File: src/rtl/program_sequencer_pkg.sv
`default_nettype none
// ============================================================================
// Module   : program_sequencer_pkg
// Brief    : Shared CPU definitions: sequencer state encoding, instruction
//            field layout and the opcode set seen by the instruction decoder.
// Revision : 1.0 - initial release
// ============================================================================
package program_sequencer_pkg;

  // Sequencer state encoding
  localparam int STATE_W = 3;
  localparam logic [2:0] ST_IDLE   = 3'd0;
  localparam logic [2:0] ST_FETCH  = 3'd1;
  localparam logic [2:0] ST_WAIT   = 3'd2;
  localparam logic [2:0] ST_ISSUE  = 3'd3;
  localparam logic [2:0] ST_SETTLE = 3'd4;
  localparam logic [2:0] ST_DONE   = 3'd5;

  // Instruction word layout, in units of the opcode width:
  // [3*W-1 : 2*W] opcode, [2*W-1 : 0] operand.
  localparam int OPERAND_LSB    = 0;
  localparam int OPERAND_FIELDS = 2;
  localparam int OPCODE_FIELD   = 2;   // opcode lsb = OPCODE_FIELD * W
  localparam int WORD_FIELDS    = 3;

  // PC advance amounts
  localparam int PC_STEP      = 1;
  localparam int PC_SKIP_STEP = 2;

  // Opcodes understood by the execution unit's decoder
  typedef enum logic [3:0] {
    OP_NOP  = 4'h0,
    OP_LDA  = 4'h1,
    OP_LDS  = 4'h2,
    OP_ADD  = 4'h3,
    OP_SUB  = 4'h4,
    OP_AND  = 4'h5,
    OP_OR   = 4'h6,
    OP_XOR  = 4'h7,
    OP_SNZA = 4'h8,
    OP_SNZS = 4'h9,
    OP_OUT  = 4'hA
  } opcode_e;

endpackage
`default_nettype wire

File: src/rtl/program_sequencer_pc.sv
`default_nettype none
// ============================================================================
// Module   : pc_unit
// Brief    : Program counter with +1 / +2 (skip) advance and end-of-program
//            wrap to zero; flags a halt when looping is disabled.
// Revision : 1.0 - initial release
// ============================================================================
module pc_unit
  import program_sequencer_pkg::*;
#(
  parameter int ADDR_W = 5
) (
  input  logic              clk,
  input  logic              reset,
  input  logic              advance,
  input  logic              skip,
  input  logic              clear,
  input  logic [ADDR_W-1:0] last_addr,
  input  logic              loop_en,
  output logic [ADDR_W-1:0] pc,
  output logic              halt_req
);

  logic [ADDR_W:0] next_pc;
  logic            wrap;

  // One extra bit so a skip past the top of the address space is still seen
  // as an overshoot rather than aliasing back into range.
  always_comb begin
    next_pc  = {1'b0, pc} + (skip ? (ADDR_W+1)'(PC_SKIP_STEP) : (ADDR_W+1)'(PC_STEP));
    wrap     = (next_pc > {1'b0, last_addr});
    halt_req = wrap & ~loop_en;
  end

  // PC register: cleared by restart, advanced once per completed instruction
  always_ff @(posedge clk or posedge reset) begin
    if (reset) begin
      pc <= '0;
    end else if (clear) begin
      pc <= '0;
    end else if (advance) begin
      pc <= wrap ? '0 : next_pc[ADDR_W-1:0];
    end
  end

endmodule
`default_nettype wire

File: src/rtl/program_sequencer.sv
`default_nettype none
// ============================================================================
// Module   : program_sequencer
// Brief    : Fetch / issue sequencer for a small ROM-programmed CPU. Each
//            instruction takes FETCH, WAIT, ISSUE, SETTLE (4 cycles); supports
//            free run, single step, skip-next and looping.
// Revision : 1.0 - initial release
// ============================================================================
module program_sequencer
  import program_sequencer_pkg::*;
#(
  parameter int ROM_ADDRESS_WIDTH = 5,
  parameter int INPUT_DATA_WIDTH  = 4
) (
  input  logic                            clk,
  input  logic                            reset,
  input  logic                            run,
  input  logic                            step,
  input  logic                            restart,
  input  logic [ROM_ADDRESS_WIDTH-1:0]    last_addr,
  input  logic                            loop_en,
  output logic [ROM_ADDRESS_WIDTH-1:0]    rom_addr,
  input  logic [3*INPUT_DATA_WIDTH-1:0]   rom_data,
  output logic [INPUT_DATA_WIDTH-1:0]     opcode,
  output logic [2*INPUT_DATA_WIDTH-1:0]   operand,
  output logic                            start,
  input  logic                            skip_in,
  output logic                            halted,
  output logic                            busy
);

  localparam int OPC_LSB = OPCODE_FIELD * INPUT_DATA_WIDTH;
  localparam int OPR_W   = OPERAND_FIELDS * INPUT_DATA_WIDTH;

  logic [STATE_W-1:0]           state;
  logic [STATE_W-1:0]           state_next;
  logic [ROM_ADDRESS_WIDTH-1:0] pc;
  logic                         halt_req;
  logic                         pc_clear;
  logic                         pc_advance;

  assign pc_clear   = restart && ((state == ST_IDLE) || (state == ST_DONE));
  assign pc_advance = (state == ST_SETTLE);

  pc_unit #(
    .ADDR_W (ROM_ADDRESS_WIDTH)
  ) u_pc (
    .clk       (clk),
    .reset     (reset),
    .advance   (pc_advance),
    .skip      (skip_in),
    .clear     (pc_clear),
    .last_addr (last_addr),
    .loop_en   (loop_en),
    .pc        (pc),
    .halt_req  (halt_req)
  );

  // Next-state selection; run wins over step, step only matters in IDLE
  always_comb begin
    state_next = state;
    case (state)
      ST_IDLE:   if (run || step) state_next = ST_FETCH;
      ST_FETCH:  state_next = ST_WAIT;
      ST_WAIT:   state_next = ST_ISSUE;
      ST_ISSUE:  state_next = ST_SETTLE;
      ST_SETTLE: begin
        if (halt_req)  state_next = ST_DONE;
        else if (run)  state_next = ST_FETCH;
        else           state_next = ST_IDLE;
      end
      ST_DONE:   if (!run) state_next = ST_IDLE;
      default:   state_next = ST_IDLE;
    endcase
  end

  // State register
  always_ff @(posedge clk or posedge reset) begin
    if (reset) state <= ST_IDLE;
    else       state <= state_next;
  end

  // Capture the instruction word as it leaves the ROM; held until next WAIT
  always_ff @(posedge clk or posedge reset) begin
    if (reset) begin
      opcode  <= '0;
      operand <= '0;
    end else if (state == ST_WAIT) begin
      opcode  <= rom_data[OPC_LSB +: INPUT_DATA_WIDTH];
      operand <= rom_data[OPERAND_LSB +: OPR_W];
    end
  end

  // Status outputs decode straight from the state register so an async
  // reset drops them in the same cycle.
  assign rom_addr = pc;
  assign start    = (state == ST_ISSUE);
  assign halted   = (state == ST_DONE);
  assign busy     = (state == ST_FETCH) || (state == ST_WAIT) ||
                    (state == ST_ISSUE) || (state == ST_SETTLE);

endmodule
`default_nettype wire

File: config.mk
export PLATFORM = sky130hd
export DESIGN_NAME = program_sequencer
export DESIGN_NICKNAME = d
export VERILOG_FILES = /design/src/rtl/program_sequencer_pkg.sv /design/src/rtl/program_sequencer_pc.sv /design/src/rtl/program_sequencer.sv
export SDC_FILE = /design/constraint.sdc
export NUM_CORES = 1
export LEC_CHECK = 0
export CORE_UTILIZATION = 58
export CTS_BUF_LIST = sky130_fd_sc_hd__clkbuf_2
export DETAILED_ROUTE_END_ITERATION = 8
export DONT_BUFFER_PORTS = 1
export PLACE_DENSITY = 0.83
export SLEW_MARGIN = 0
export SYNTH_ARGS = -nofsm -noshare
export SYNTH_HDL_FRONTEND = slang
export SYNTH_HIERARCHICAL = 1
export SYNTH_SLANG_ARGS = --single-unit
File: constraint.sdc
create_clock -name clk -period 3 [get_ports clk]
set_clock_uncertainty 0.15 [all_clocks]
set_input_delay 0.45 -clock clk [delete_from_list [all_inputs] [get_ports clk]]
set_output_delay 0.45 -clock clk [all_outputs]
set_load 0.01 [all_outputs]
==> out/metrics.cfg <==
[logic_synthesis]
synthCells = 97
synth_most_common_cell = dfrtp_1
async_flop_share_pct = 100
synth_top_area_share_pct = 41.7
synth-edff-count = 0
yosysSeqAreaShare_pct = 41.7
yosysTopAreaCell = dfrtp_1
syn-num-nets = 129
yosys-top-cells-area = dfrtp_1 42%, mux2_4 13%, ha_1 7.3%, a22o_2 3.3%, xnor2_1 2.9%
synth_cell_types = 35
synth.yosys.warnings = 6
synth-seq-cells = 20
netlist_top_cells_count = 20 x dfrtp_1, 10 x mux2_4, 9 x inv_1, 9 x nor2_1, 7 x ha_1
syn_area_per_cell_um2 = 12.4
synth_ff_type = dfrtp_1
synthesis.area_mm2 = 0.00120

[final_layout]
drive_gt1_share_pct = 35.9
diodes = 0
area_growth_pct = 8.03
fin_nets = 136
finalInstanceArea_mm2 = 0.00130
final_cells = 130
n_fill_cell = 168

[cts]
insertion_delay_ns = 0.30
cts.sinks = 20
numCtsBuffers = 3
cts_max_path_buffers = 2
cts_tree = yes
path_clk_slew_ns = 0.18
h-tree-depth = 1
cts-root-buf = clkbuf_2

[pwr]
powerDensity_mw_per_mm2 = 989
pwr-share-clk_pct = 8.1
finalPower_mw = 1.28
swShare_pct = 39.7
pwr-share-comb_pct = 47.2
p_leak_nw = 0.625
p_int_mw = 0.773
seq_power_share_pct = 44.7
irDropWorstVdd_v = 0.000579
p_switching_mw = 0.510

[die]
initial_core_util_pct = 61.2
die-width_um = 47.5
core_region_area_mm2 = 0.00196
die-area_mm2 = 0.00225
die_y_um = 47.5
num_io_pins = 44
num_rows = 16

[critical_path]
path_class = register to register
path_cells = ha_4 -> fa_2 -> nand3_2 -> xnor2_2 -> ha_1 -> and3_4 -> o21ai_2 -> a32oi_4 -> and2b_2 -> nor2_4 -> nor2_1 -> o21ai_1 -> o221a_2
slowest_delay_ns = 0.44
arrival_ns = 3.02
cp_max_fo = 3
critPathTopFamily = adder cells
crit_path_start = u_pc/pc[0]
worstSetupStartpointType = register
cp_data_required_time_ns = 3.11
cpMaxStageDelayCell = dfrtp_1
endpoint_kind = register
cp_num_buf_inv = 0
rr_startpoint = u_pc/pc[0]

[timing]
whs_ns = 0.130
setup_viol = 0
finalCritPeriodShare_pct = 97.2
period_needed_ns = 2.91
worst_pin_slew_ns = 0.795
relSlewSlack_pct = 47.0
max_freq_mhz = 343
hold_viol = 0
drv_slew = 0
tns_ns = 0

[min_path]
hold_class = input pin to register
min_from = rom_data[11]

[routing]
wl_per_cell_um = 16.4
drt_wl_total_um = 2130
ant_nets = 0
vias = 747
drt_iter0_markers = 15
drc = 0
firstDrtPassIters = 4
vias_per_cell = 5.75

[placement]
dpl_cell_area_mm2 = 0.00121
portBuffers = 0
dp_cells = 123
hpwl_um = 1500
gp_congestion = 0.806

[grt]
track_usage_pct = 18.1
first_global_vias = 671
antenna_found_initial = 0
grt_max_degree = 16
grt_pass1_wl_um = 2860
overflow = 0

[run]
maxCapViolCount = 0

[run_status]
outcome = finished, final reports clean

-- cells by family after synthesis --
kind of cell               synth area share [%]
AOI/OAI and AO/OA                          10.1
xor gates and xnor gates                   4.38
adders and majority gates                  8.97
buffers and inverters                      6.99
DFF                                        41.7
muxes                                      15.2
and+or+nand+nor                            12.6
-- worst register-to-register path, delay by kind of cell, from the launching register on --
family	cells	cell delay, ns
fa+ha+maj	3	0.91
simple gates	5	0.70
compound gates	4	0.60
flops	1	0.44
xor+xnor	1	0.08
-- registers in the layout, summed over array words and instances (netlist names) --
| name | count |
|---|---|
| u_pc/pc | 5 |
| operand | 8 |
| opcode | 4 |
| state | 3 |
-- per-layer routing --
layer,global-route usage (%),wire length [um],vias up
met4,5.14,0,0
met3,5.66,182,0
met2,28.2,1030,33
met5,0,0,-
met1,24.5,918,364
li1,-,-,350
-- repair_timing --
action                     CTS  global route
setup endpoints to repair    1             2
hold buffers                 1             0
pin swaps                    0             4
gates resized for setup      1             8
buffers inserted             0             2
hold endpoints to repair    20             0
-- cell usage in the layout, fill, tap and decap left out, drive strengths merged, types with 2 or more instances in the layout --
cell type	netlist	final
nand2	2	2
clkbuf	0	3
buf	4	5
xor2	2	2
a22o	4	4
nor3b	3	3
o21ai	2	2
nor2	9	9
a21o	2	2
inv	9	9
dfrtp	20	20
ha	7	7
nor2b	2	2
xnor2	4	4
mux2	12	12
-- power by group through the flow --
| stage | Combinational [mW] | Clock, mW | Sequential, mW |
|---|---|---|---|
| after global placement | 0.542 | 0 | 0.567 |
| after detailed placement | 0.554 | 0 | 0.574 |
| after global routing | 0.660 | 0.123 | 0.597 |
| after floorplan | 0.581 | 0 | 0.509 |
| final | 0.605 | 0.104 | 0.573 |
| after CTS | 0.561 | 0.109 | 0.569 |
-- path summary, 6_finish.rpt --
| path | end | slack, ns | cells after the start |
|---|---|---|---|
| worst max-delay path | state[0] | 0.09 | 13 |
| worst min-delay path | opcode[3] | 0.13 | 1 |
| worst max register to register | state[0] | 0.09 | 13 |
| worst min register to register | operand[6] | 0.46 | 1 |
| max in group asynchronous | opcode[1] | 1.83 | 2 |
| min in group asynchronous | u_pc/pc[3] | 0.34 | 2 |
-- area by class of cell --
type / instances / area, um^2 / area share [%]
clock buffer: 3 / 15.0 / 1.16
tap: 27 / 33.8 / 2.61
sequential: 20 / 500 / 38.6
clock inverter: 1 / 3.75 / 0.290
inverter: 9 / 33.8 / 2.61
multi-input combinational: 64 / 662 / 51.1
timing repair buffer: 6 / 47.5 / 3.67
-- stage by stage --
stage,util [%],setup slack (ns)
after detailed placement,61.5,-0.135
after global routing,66.1,-0.0595
after floorplan,-,0.0556
final,66.1,0.0851
after CTS,63.1,0.0152
after global placement,61.5,-0.0594
No activity file was read; power rests on OpenSTA's default activity.
